## src/rtl/button_conditioner.sv

```systemverilog
// rtl/button_conditioner.sv - push-button synchroniser, debouncer and toggle/pulse control outputs
module button_conditioner #(
    parameter int DEBOUNCE_CYCLES = 1000000
) (
    input  logic       CLK,
    input  logic       Reset,
    input  logic       Btn_Stop,
    input  logic       Btn_Reverse,
    input  logic       Btn_Clear,
    output logic       Stop,
    output logic       Reverse,
    output logic       Clear,
    output logic [2:0] Btn_Level
);

    localparam int CNT_W = ($clog2(DEBOUNCE_CYCLES) > 1) ? $clog2(DEBOUNCE_CYCLES) : 1;
    localparam logic [CNT_W-1:0] CNT_MAX = CNT_W'(DEBOUNCE_CYCLES - 1);

    // channel order everywhere: bit 0 = stop, bit 1 = reverse, bit 2 = clear
    logic [2:0]       raw;
    logic [2:0]       s1;
    logic [2:0]       s2;
    logic [2:0]       stable;
    logic [CNT_W-1:0] cnt [3];
    logic [2:0]       accept;
    logic [2:0]       press;

    assign raw       = {Btn_Clear, Btn_Reverse, Btn_Stop};
    assign Btn_Level = stable;

    // two-flop synchroniser for the asynchronous raw buttons
    always_ff @(posedge CLK) begin
        if (!Reset) begin
            s1 <= 3'b000;
            s2 <= 3'b000;
        end else begin
            s1 <= raw;
            s2 <= s1;
        end
    end

    // accept a new level once it has differed from the stable level for DEBOUNCE_CYCLES clocks
    always_comb begin
        accept = 3'b000;
        press  = 3'b000;
        for (int i = 0; i < 3; i++) begin
            accept[i] = (s2[i] != stable[i]) && (cnt[i] == CNT_MAX);
            press[i]  = accept[i] && s2[i];
        end
    end

    // per-channel debounce counters; any return to the stable level restarts the count
    always_ff @(posedge CLK) begin
        if (!Reset) begin
            stable <= 3'b000;
            for (int i = 0; i < 3; i++) begin
                cnt[i] <= '0;
            end
        end else begin
            for (int i = 0; i < 3; i++) begin
                if (s2[i] == stable[i]) begin
                    cnt[i] <= '0;
                end else if (accept[i]) begin
                    stable[i] <= s2[i];
                    cnt[i]    <= '0;
                end else begin
                    cnt[i] <= cnt[i] + 1'b1;
                end
            end
        end
    end

    // control outputs: clear wins over same-cycle toggles, stop and reverse toggle independently
    always_ff @(posedge CLK) begin
        if (!Reset) begin
            Stop    <= 1'b0;
            Reverse <= 1'b0;
            Clear   <= 1'b0;
        end else if (press[2]) begin
            Stop    <= 1'b0;
            Reverse <= 1'b0;
            Clear   <= 1'b1;
        end else begin
            Clear <= 1'b0;
            if (press[0]) begin
                Stop <= ~Stop;
            end
            if (press[1]) begin
                Reverse <= ~Reverse;
            end
        end
    end

endmodule

```

## config.mk

```make
export PLATFORM = sky130hd
export DESIGN_NAME = button_conditioner
export DESIGN_NICKNAME = d
export VERILOG_FILES = /design/src/rtl/button_conditioner.sv
export SDC_FILE = /design/constraint.sdc
export NUM_CORES = 1
export LEC_CHECK = 0
export CAP_MARGIN = 20
export CORE_MARGIN = 4
export CORE_UTILIZATION = 40
export DETAILED_ROUTE_END_ITERATION = 16
export PLACE_DENSITY_LB_ADDON = 0.08
export SLEW_MARGIN = 15
export SYNTH_ARGS = -nofsm -noshare
export SYNTH_HDL_FRONTEND = slang
export SYNTH_SLANG_ARGS = --single-unit
```

## constraint.sdc

```tcl
create_clock -name CLK -period 3.56 [get_ports CLK]
set_input_delay 0.712 -clock CLK [delete_from_list [all_inputs] [get_ports CLK]]
set_output_delay 0.712 -clock CLK [all_outputs]
set_load 0.02 [all_outputs]
```

-- Word-level counts from Yosys, hierarchy flattened
Memories as Yosys holds them, arrays and structs flattened.
Cells that the tools add are included.
- bitwise operators: 15
- reduce and logical (&&, ||, !) cells: 10
- add/sub/neg operators: 3
- muxes and demuxes: 44
- eq/ne operators: 9
- operators with widths (kind ; number):
    $mux W20 ; 9
    $add A20 B1 Y20 const B ; 3
    $eq A20 B20 Y1 const B ; 3
    $mux W1 ; 35
    $or A1 B1 Y1 ; 9
    $logic_and A1 B1 Y1 ; 6
    $not A1 Y1 ; 6
    $reduce_and A2 Y1 ; 3
    $eq A1 B1 Y1 ; 3
    $ne A1 B1 Y1 ; 3
    $reduce_or A2 Y1 ; 1
- memories: 1
- memory bits (writable): 60
- output and inout port bits: 6
- register bits after elaboration: 12
- memory list (name ; depth ; width ; read ports ; clocked after Yosys merged registers in ; write ports ; RTL line ; source):
    cnt ; 3 ; 20 ; 3 ; 0 ; 3 ; 24 ; logic [CNT_W-1:0] cnt [3];

-- Logic depth before layout (Yosys ltp)
Gate-level depths: netlist (run 1).
- word-level depth: 8
- depth in mapped cells: 6

-- Worst setup path before layout (run 1)
OpenSTA, ideal clock, no wires.
- path type: flip-flop to flip-flop
- start: mem cnt[0][12] (netlist name)
- end: mem cnt[0][2] (netlist name), data pin
- stages on the path, launching flop included: 6
- buffers on the path: 1
- library setup time: 257 ps
- data arrival time: 1917 ps
- clock period less this slack: 2174 ps
- path slack: 1386 ps
- cells stage by stage: edfxtp_1 -> or4_1 -> or4_4 -> o211ai_1 -> buf_2 -> nor2_1
- RTL lines (what ; RTL line):
    start: declaration ; 24

==> results of run 1 <==
## cell usage after synthesis, types with 2 or more instances
cell type and number:
a21oi_1 25, and2_1 8, and3_1 2, and4_1 7, buf_2 4, clkbuf_1 11, dfxtp_1 12, edfxtp_1 60
ha_1 3, inv_1 13, nand2_1 20, nand3_1 21, nand4_1 12, nor2_1 42, nor3_1 6, nor4_1 5
o211ai_1 3, o21ai_0 15, o31ai_1 10, or2_2 3, or3_1 14, or4_1 14, xnor2_1 16, xor2_1 21
## worst max-delay path, stage by stage, from the launching register on
cell and delay, ns:
edfxtp_1 0.43, and4_1 0.45, nand2_1 0.24, o211ai_1 0.63, buf_4 0.31, nor2_1 0.07
## where the power goes
part	total (mW)	leakage, nW	internal, mW	switching (mW)
clock	0.630	0.0989	0.336	0.294
sequential	0.977	0.717	0.944	0.0331
combinational	0.0704	0.652	0.0294	0.0410
total	1.68	1.47	1.31	0.368
## cells by family after synthesis
logic type,Yosys count,synth area share
DFF,72,0.544
xor gates and xnor gates,37,0.0863
AOI/OAI and AO/OA,54,0.0816
and+or+nand+nor,168,0.248
buffers and inverters,28,0.0293
other,1,0.000999
adders and majority gates,3,0.0100
## final timing paths
| path | to | slack (ns) | cells after the start |
|---|---|---|---|
| worst min register to register | s2[0]$_SDFF_PN0_ | 0.44 | 1 |
| worst max register to register | cnt[1][3]$_SDFFCE_PN0P_ | 1.19 | 5 |
| worst min-delay path | s2[0]$_SDFF_PN0_ | 0.44 | 1 |
| worst max-delay path | cnt[1][3]$_SDFFCE_PN0P_ | 1.19 | 5 |
## final cells by class
cell class              instances  area (sq um)
clock buffers                  11           141
clock inverters                 4          45.0
fillers                       890          4830
inverters                      13          48.8
multi-input cells             322          1820
flip-flops and latches         72          2040
well taps                     111           139
repair buffers                 14           130
## sequential cells by signal, summed over array words and instances, names as in the netlist
name and flops:
s1 3, Btn_Level 3, Clear 1, Stop 1, s2 3, Reverse 1
cnt 60
## layout by cell type (no fill, tap or decap), types with 3 or more instances in the layout
cell / Yosys / final
edfxtp_1: 60 / 60
conb_1: 1 / 60
nor2_1: 42 / 42
a21oi_1: 25 / 25
nand3_1: 21 / 21
xor2_1: 21 / 21
nand2_1: 20 / 20
xnor2_1: 16 / 16
o21ai_0: 15 / 15
or4_1: 14 / 14
or3_1: 14 / 14
inv_1: 13 / 13
dfxtp_1: 12 / 12
nand4_1: 12 / 12
o31ai_1: 10 / 10
clkbuf_8: 0 / 10
clkdlybuf4s50_1: 0 / 10
and2_1: 8 / 8
and4_1: 7 / 7
nor3_1: 6 / 6
nor4_1: 5 / 5
buf_4: 0 / 4
o211ai_1: 3 / 3
or2_2: 3 / 3
ha_1: 3 / 3
clkinv_2: 0 / 3
## stage by stage
step	instances	setup WS [ns]	util
final	547	1.19	0.475
after global routing	547	0.946	0.475
after CTS	547	1.18	0.475
after detailed placement	532	1.16	0.455
after global placement	532	1.18	0.455
after floorplan	422	1.39	-
## per-layer routing
| layer | global-route usage | vias to the layer above | wire (um) |
|---|---|---|---|
| met3 | 0.0229 | 8 | 170 |
| met2 | 0.205 | 19 | 3070 |
| li1 | - | 1422 | - |
| met5 | 0 | - | 0 |
| met1 | 0.179 | 1269 | 3480 |
| met4 | 0.0515 | 0 | 102 |
==> metrics.csv, run 1 <==
metric,value,unit
hp-class,reg2reg,
avgRoutedWirePerCell,12.5,um
min_from,s1[0]$_SDFF_PN0_,
hold_viol_final,0,
rows,35,
syn_area,0.00375,sq mm
cts_tree,built,
synth_ff_type,edfxtp_1,
clkLatencyLatePin,0.33,ns
ys_ff_latch,72,
leakage,1.47,nW
finish.net_count,440,
ys_warn_count,0,
root_buffer,clkbuf_8,
ioPinCount,11,
grt_overflow_total,0,
synth_top_area_frac,0.480,
drv_cap,0,
clk_pin_slew_worst_paths,0.07,ns
drt-total-wl,6.83,mm
grt_start_max_net_pins,21,
reg2reg_from,cnt[1][2]$_SDFFCE_PN0P_,
cts_buffers,9,
clockBufferDepth,2,
coreArea,0.00920,sq mm
cp.arrival,2.46,ns
ir_drop,169,uV
dpl.hpwl,4.94,mm
htree_levels,3,
die_y,105,um
endpoint_kind,register,
drt_iter0_drc,103,
final_area,0.00437,sq mm
drc,0,
async_flop_share,0,
crit_path_start,cnt[1][2]$_SDFFCE_PN0P_,
fin_skew,0.00684,ns
ant_nets,0,
critPathRequiredTime,3.65,ns
start_util,0.408,
die_x,105,um
cts_resized,0,
antenna_found_initial,0,
numPortBuffers,10,
total_power,1.68,mW
drive_above_1_share,0.0619,
grt_pass1_wl,11.7,mm
first_pass_iters,5,
die_area,0.0110,sq mm
grt_pass1_vias,2546,
ctsHoldBuffers,0,
path_class,reg2reg,
n_antenna_cell,0,
cts.sink_count,72,
syn_area_per_cell,10.3,sq um
postCtsSetupRepairBufs,0,
syn_inst,363,
viasPerCell,4.97,
rsz0062_at_grt,false,
grtUsageTotal,0.130,
setup_tns,0,ns
max_freq,421,MHz
area_delta_synth_final,16.4,%
cp_max_fo,12,
placed_cell_area,0.00418,sq mm
place_congestion,0.787,
route.vias.total,2718,
worst_pin_slew,0.689,ns
holdWs,0.436,ns
yosys-top-cells-area,"edfxtp_1 48%, dfxtp_1 6.4%, xor2_1 4.9%",
yosys.area.top_type,edfxtp_1,
final_max_slew_viol_count,0,
relSlewSlack,0.539,
powerDensity,384,mW/mm^2
start_kind,register,
synth_edf_count,60,
status,"finished, final reports clean",
fin_crit_sh,0.667,
synth.distinct_cells,40,
seq_area_frac_synth,0.544,
fin_crit,2.37,ns
setup_viol,0,
No activity file was read; power rests on OpenSTA's default activity.
==> inputs of run 2 (changes only) <==
clock period = 2.11 ns   (was 3.56 ns; I/O delays follow)
==> run 2 against run 1 <==
- the flow now finishes with violations (setup timing)
- non-clock buffer count rose by 40
- combinational power rose to 2.6 times the previous value
- register-to-register slack got worse by 1.3 ns
- critical path type unchanged
==> metrics.csv, run 2 (synthesis gave the netlist of run 1 again) <==
metric,value,unit,change
fin_crit,2.27,ns,-0.103 ns
setup_viol,25,,+25
ir_drop,348,uV,+110%
hp-class,reg2reg,,
drt-total-wl,7.67,mm,+12%
endpoint_kind,register,,
rsz0062_at_grt,true,,
start_util,0.408,,unchanged
fin_skew,0.0126,ns,+0.00574 ns
final_area,0.00494,sq mm,+13%
min_to,s2[1]$_SDFF_PN0_,,
cts.sink_count,72,,unchanged
htree_levels,3,,unchanged
drv_cap,0,,unchanged
drc,0,,unchanged
place_congestion,0.812,,+3.2%
clkLatencyLatePin,0.34,ns,about the same
powerDensity,649,mW/mm^2,+69%
die_x,105,um,unchanged
grtUsageTotal,0.147,,+0.0167
coreArea,0.00920,sq mm,unchanged
start_kind,register,,
fin_crit_sh,1.08,,+0.409
cts_tree,built,,
regToRegEndpoint,cnt[0][19]$_SDFFCE_PN0P_,,
fin_ws,-0.161,ns,-1.35 ns
placed_cell_area,0.00443,sq mm,+6.0%
grt_pass1_vias,2862,,+12%
ant_nets,0,,unchanged
worst-r2r-cell-count,6,,+1
setup_tns,-3.10,ns,-3.10 ns
grt_overflow_total,0,,unchanged
status,"complete, but fails checks",,
drt_iter0_drc,112,,+8.7%
grt_util_met1,0.203,,+0.0236
n_antenna_cell,0,,unchanged
clk_pin_slew_worst_paths,0.08,ns,about the same
ioPinCount,11,,unchanged
avgRoutedWirePerCell,13.0,um,+4.6%
cp_max_fo,10,,-2
grt_busiest_layer,met2,,
rows,35,,unchanged
finish.net_count,480,,+9.1%
top_register,cnt,,
clockBufferDepth,2,,unchanged
min_from,s1[1]$_SDFF_PN0_,,
final_cell_mix,"60 x edfxtp_1, 60 x conb_1, 38 x buf_4, 31 x nor2_1, 21 x xor2_1",,
route.vias.total,2928,,+7.7%
critPathRequiredTime,2.20,ns,-1.45 ns
drive_above_1_share,0.195,,+0.133
numPortBuffers,10,,unchanged
cts_buffers,9,,unchanged
reg2reg_from,cnt[0][12]$_SDFFCE_PN0P_,,
grt_start_max_net_pins,21,,unchanged
viasPerCell,4.98,,+0.21%
hold_path_depth,1,,unchanged
max_freq,440,MHz,+4.6%
die_area,0.0110,sq mm,unchanged
first_pass_iters,4,,-1
hold_viol_final,0,,unchanged
grt_pass1_wl,13.3,mm,+13%
largest_reg_flops,60,,unchanged
root_buffer,clkbuf_8,,
use_met3,0.0259,,+0.00309
leakage,1.75,nW,+19%
violations,setup timing,,
r2r_slack,-0.16,ns,-1.35 ns
path_class,reg2reg,,
use_met2,0.231,,+0.0261
dpl.hpwl,5.19,mm,+4.9%
cp.arrival,2.36,ns,-0.10 ns
die_y,105,um,unchanged
final_max_slew_viol_count,0,,unchanged
antenna_found_initial,0,,unchanged
area_delta_synth_final,31.6,%,
[run 2: changes by cell type in the layout (fill, tap and decap cells not counted), sizes merged]
cell    delta
buf       +37
clkbuf     +3
bufinv     +2
clkinv     -1
[run 2: power by group]
part	internal (mW)	switching, mW	total [mW]
clock	0.849	0.532	1.38
combinational	0.0863	0.0992	0.186
sequential	1.59	0.0465	1.64
total	2.53	0.678	3.21
[run 2: layer usage]
layer  wire, um  vias to the layer above  share of wire
met5          0                        -              0
met4        106                        0          0.014
met3        194                       10          0.025
met2       3520                       37           0.46
met1       3850                     1379           0.50
li1           -                     1502              -
[run 2: final cells by class]
| type | instances | area, sq um |
|---|---|---|
| clock buffer | 11 | 151 |
| clock inverter | 5 | 103 |
| fill | 868 | 4250 |
| inverter | 13 | 48.8 |
| multi-input combinational | 322 | 1960 |
| sequential | 72 | 2040 |
| tap | 111 | 139 |
| timing repair buffer | 54 | 498 |
[run 2: how the worst max path moves through the flow]
stage | endpoint | cells after the start | start
after floorplan | cnt[0][18]$_SDFFCE_PN0P_ | 5 | cnt[0][15]$_SDFFCE_PN0P_
after global placement | Stop$_SDFFE_PP0P_ | 6 | cnt[2][15]$_SDFFCE_PN0P_
after detailed placement | cnt[0][2]$_SDFFCE_PN0P_ | 5 | cnt[0][15]$_SDFFCE_PN0P_
final | cnt[0][19]$_SDFFCE_PN0P_ | 6 | cnt[0][12]$_SDFFCE_PN0P_
after global routing | cnt[0][19]$_SDFFCE_PN0P_ | 6 | cnt[0][12]$_SDFFCE_PN0P_
after CTS | cnt[0][19]$_SDFFCE_PN0P_ | 5 | cnt[0][15]$_SDFFCE_PN0P_
[run 2: critical path, stage by stage, from the launching register on]
cell and delay, ns:
edfxtp_1 0.39, or4_1 0.53, or4_4 0.55, o211ai_1 0.19
buf_4 0.17, clkbuf_16 0.15, a21oi_1 0.04
[run 2: through the flow]
step / cells / hold slack [ns] / total power [mW] / setup WS, ns / util
after floorplan: 422 / 0.412 / 1.76 / -0.0427 / -
final: 588 / 0.435 / 3.21 / -0.161 / 0.537
after global placement: 562 / 0.419 / 1.82 / -0.0947 / 0.482
after CTS: 584 / 0.437 / 3.23 / -0.141 / 0.522
after global routing: 588 / 0.443 / 3.34 / -0.222 / 0.537
after detailed placement: 562 / 0.419 / 1.83 / -0.130 / 0.482
[run 2: timing repair]
| item | 4_1_cts | 5_1_grt |
|---|---|---|
| buffers inserted | 4 | 4 |
| hold buffers | 0 | 0 |
| pin swaps | 4 | 15 |
| gates cloned | 2 | 2 |
| endpoints found under the setup margin | 43 | 43 |
| resized for setup | 8 | 31 |
==> inputs of run 3 (changes only) <==
PLACE_DENSITY = 0.56   (was not set)
PLACE_DENSITY_LB_ADDON = not set   (was 0.08)
==> run 3 against run 2 <==
- utilization shrank 2.5 points
- the flow still finishes with violations (setup timing)
- non-clock buffer count shrank 4
- register-to-register slack gained 0.05 ns
- via count shrank 0.79%
- routed wire length shrank 5.3%
==> metrics.csv, run 3 (synthesis gave the netlist of run 1 again) <==
metric,value,unit,change
path_buf_inv,1,,-1
fin_crit_sh,1.05,,-0.0229
root_buffer,clkbuf_8,,
n_antenna_cell,0,,unchanged
die_x,105,um,unchanged
fin_skew,0.00713,ns,-0.00545 ns
seqCellArea,0.00204,sq mm,unchanged
area_delta_synth_final,25.6,%,
finish.net_count,476,,-0.83%
dp_cells,564,,+0.36%
fin_ws,-0.113,ns,+0.0484 ns
placed_cell_area,0.00442,sq mm,-0.23%
worst-r2r-cell-count,5,,-1
route.vias.total,2905,,-0.79%
status,"complete, but fails checks",,
regToRegEndpoint,cnt[0][3]$_SDFFCE_PN0P_,,
start_kind,register,,
antenna_found_initial,0,,unchanged
critPathRequiredTime,2.22,ns,+0.02 ns
cts.sink_count,72,,unchanged
top_register,cnt,,
clkLatencyLatePin,0.35,ns,about the same
viasPerCell,4.97,,-0.11%
final_cell_mix,"60 x edfxtp_1, 60 x conb_1, 42 x nor2_1, 36 x buf_4, 24 x a21oi_1",,
violations,setup timing,,
largest_reg_flops,60,,unchanged
hold_path_depth,1,,unchanged
fin_crit,2.22,ns,-0.0484 ns
drv_cap,0,,unchanged
place_congestion,0.775,,-4.5%
r2r_slack,-0.11,ns,+0.05 ns
clk_pin_slew_worst_paths,0.08,ns,about the same
total_power,2.99,mW,-6.8%
grt_pass1_vias,2866,,+0.14%
drc,0,,unchanged
final_max_slew_viol_count,0,,unchanged
endpoint_kind,register,,
fin_cells,584,,-0.68%
cp_cell_sequence,or4_1 > or4_4 > o211ai_1 > buf_6 > nor2_1,,
cts_buffers,9,,unchanged
path_class,reg2reg,,
first_pass_iters,6,,+2
setup_tns,-2.16,ns,+0.941 ns
start_util,0.408,,unchanged
cp_slowest_cell,or4_4,,
drt-total-wl,7.27,mm,-5.3%
drive_above_1_share,0.142,,-0.0533
min_to,s2[2]$_SDFF_PN0_,,
die_area,0.0110,sq mm,unchanged
leakage,1.67,nW,-4.4%
path_delay_family,simple AND/OR/NAND/NOR gates,,
max_freq,450,MHz,+2.2%
hold_viol_final,0,,unchanged
multi_input_area,0.00186,sq mm,-5.2%
ctsHoldBuffers,0,,unchanged
ant_nets,0,,unchanged
grt_start_max_net_pins,21,,unchanged
n_fill_cell,867,,-0.12%
cts_tree,built,,
rows,35,,unchanged
min_from,s1[2]$_SDFF_PN0_,,
reg2reg_from,cnt[0][15]$_SDFFCE_PN0P_,,
rsz0062_at_grt,true,,
hp-class,reg2reg,,
drt_iter0_drc,121,,+8.0%
slowest_delay,0.55,ns,about the same
clockBufferDepth,2,,unchanged
numPortBuffers,10,,unchanged
ir_drop,301,uV,-13%
grtUsageTotal,0.140,,-0.00762
cp_max_fo,20,,+10
powerDensity,634,mW/mm^2,-2.3%
die_y,105,um,unchanged
dpl.hpwl,5.19,mm,about the same
cp.arrival,2.33,ns,-0.03 ns
grt_overflow_total,0,,unchanged
final_area,0.00472,sq mm,-4.6%
coreArea,0.00920,sq mm,unchanged
ioPinCount,11,,unchanged
fin_util,0.513,,-0.0246
htree_levels,3,,unchanged
grt_pass1_wl,12.7,mm,-4.6%
setup_viol,22,,-12%
avgRoutedWirePerCell,12.4,um,-4.6%
run 3: cell types whose count changed in the layout (fill, tap and decap cells not counted), sizes merged:
cell      before  now
clkbuf        14   11
buf           41   40
bufinv         3    2
clkinvlp       0    1
run 3: report_power, final:
| group | switching [mW] | total (mW) | leakage (nW) | internal (mW) |
|---|---|---|---|---|
| Combinational | 0.0888 | 0.166 | 0.853 | 0.0773 |
| Clock | 0.517 | 1.18 | 0.104 | 0.667 |
| Sequential | 0.0460 | 1.64 | 0.717 | 1.59 |
run 3: area by class of cell:
class | count | area share
inverter | 13 | 0.0103
sequential | 72 | 0.433
timing repair buffer | 50 | 0.0881
tap | 111 | 0.0295
clock inverter | 5 | 0.0172
multi-input combinational | 322 | 0.394
clock buffer | 11 | 0.0279
run 3: what timing repair did:
action                                 in CTS  in global routing
endpoints found under the hold margin       0                  0
setup buffers                               3                  0
pin swaps                                   0                  3
gates cloned                                1                  0
resized for setup                           6                  6
setup endpoints to repair                  37                 43
run 3: worst max path at each step:
stage	start	cells past startpoint	slack [ns]	to
after floorplan	cnt[0][15]$_SDFFCE_PN0P_	5	-0.04	cnt[0][18]$_SDFFCE_PN0P_
after global placement	cnt[0][15]$_SDFFCE_PN0P_	5	-0.08	cnt[0][2]$_SDFFCE_PN0P_
after detailed placement	cnt[0][15]$_SDFFCE_PN0P_	5	-0.12	cnt[0][3]$_SDFFCE_PN0P_
after CTS	cnt[0][15]$_SDFFCE_PN0P_	5	-0.11	Stop$_SDFFE_PP0P_
after global routing	cnt[0][15]$_SDFFCE_PN0P_	5	-0.20	cnt[0][16]$_SDFFCE_PN0P_
final	cnt[0][15]$_SDFFCE_PN0P_	5	-0.11	cnt[0][3]$_SDFFCE_PN0P_
run 3: metrics by stage:
| step | setup WS [ns] | hold WS (ns) |
|---|---|---|
| 5_1_grt | -0.201 | 0.459 |
| 3_5_place_dp | -0.125 | 0.420 |
| 6_report | -0.113 | 0.436 |
| 2_1_floorplan | -0.0427 | 0.412 |
| 3_3_place_gp | -0.0814 | 0.415 |
| 4_1_cts | -0.108 | 0.441 |
run 3: routing by layer:
layer | wire (um) | vias to the layer above | GRT usage
met2 | 3450 | 31 | 0.224
met4 | 146 | 0 | 0.0600
met3 | 195 | 10 | 0.0315
met1 | 3480 | 1373 | 0.181
met5 | 0 | - | 0
li1 | - | 1491 | -
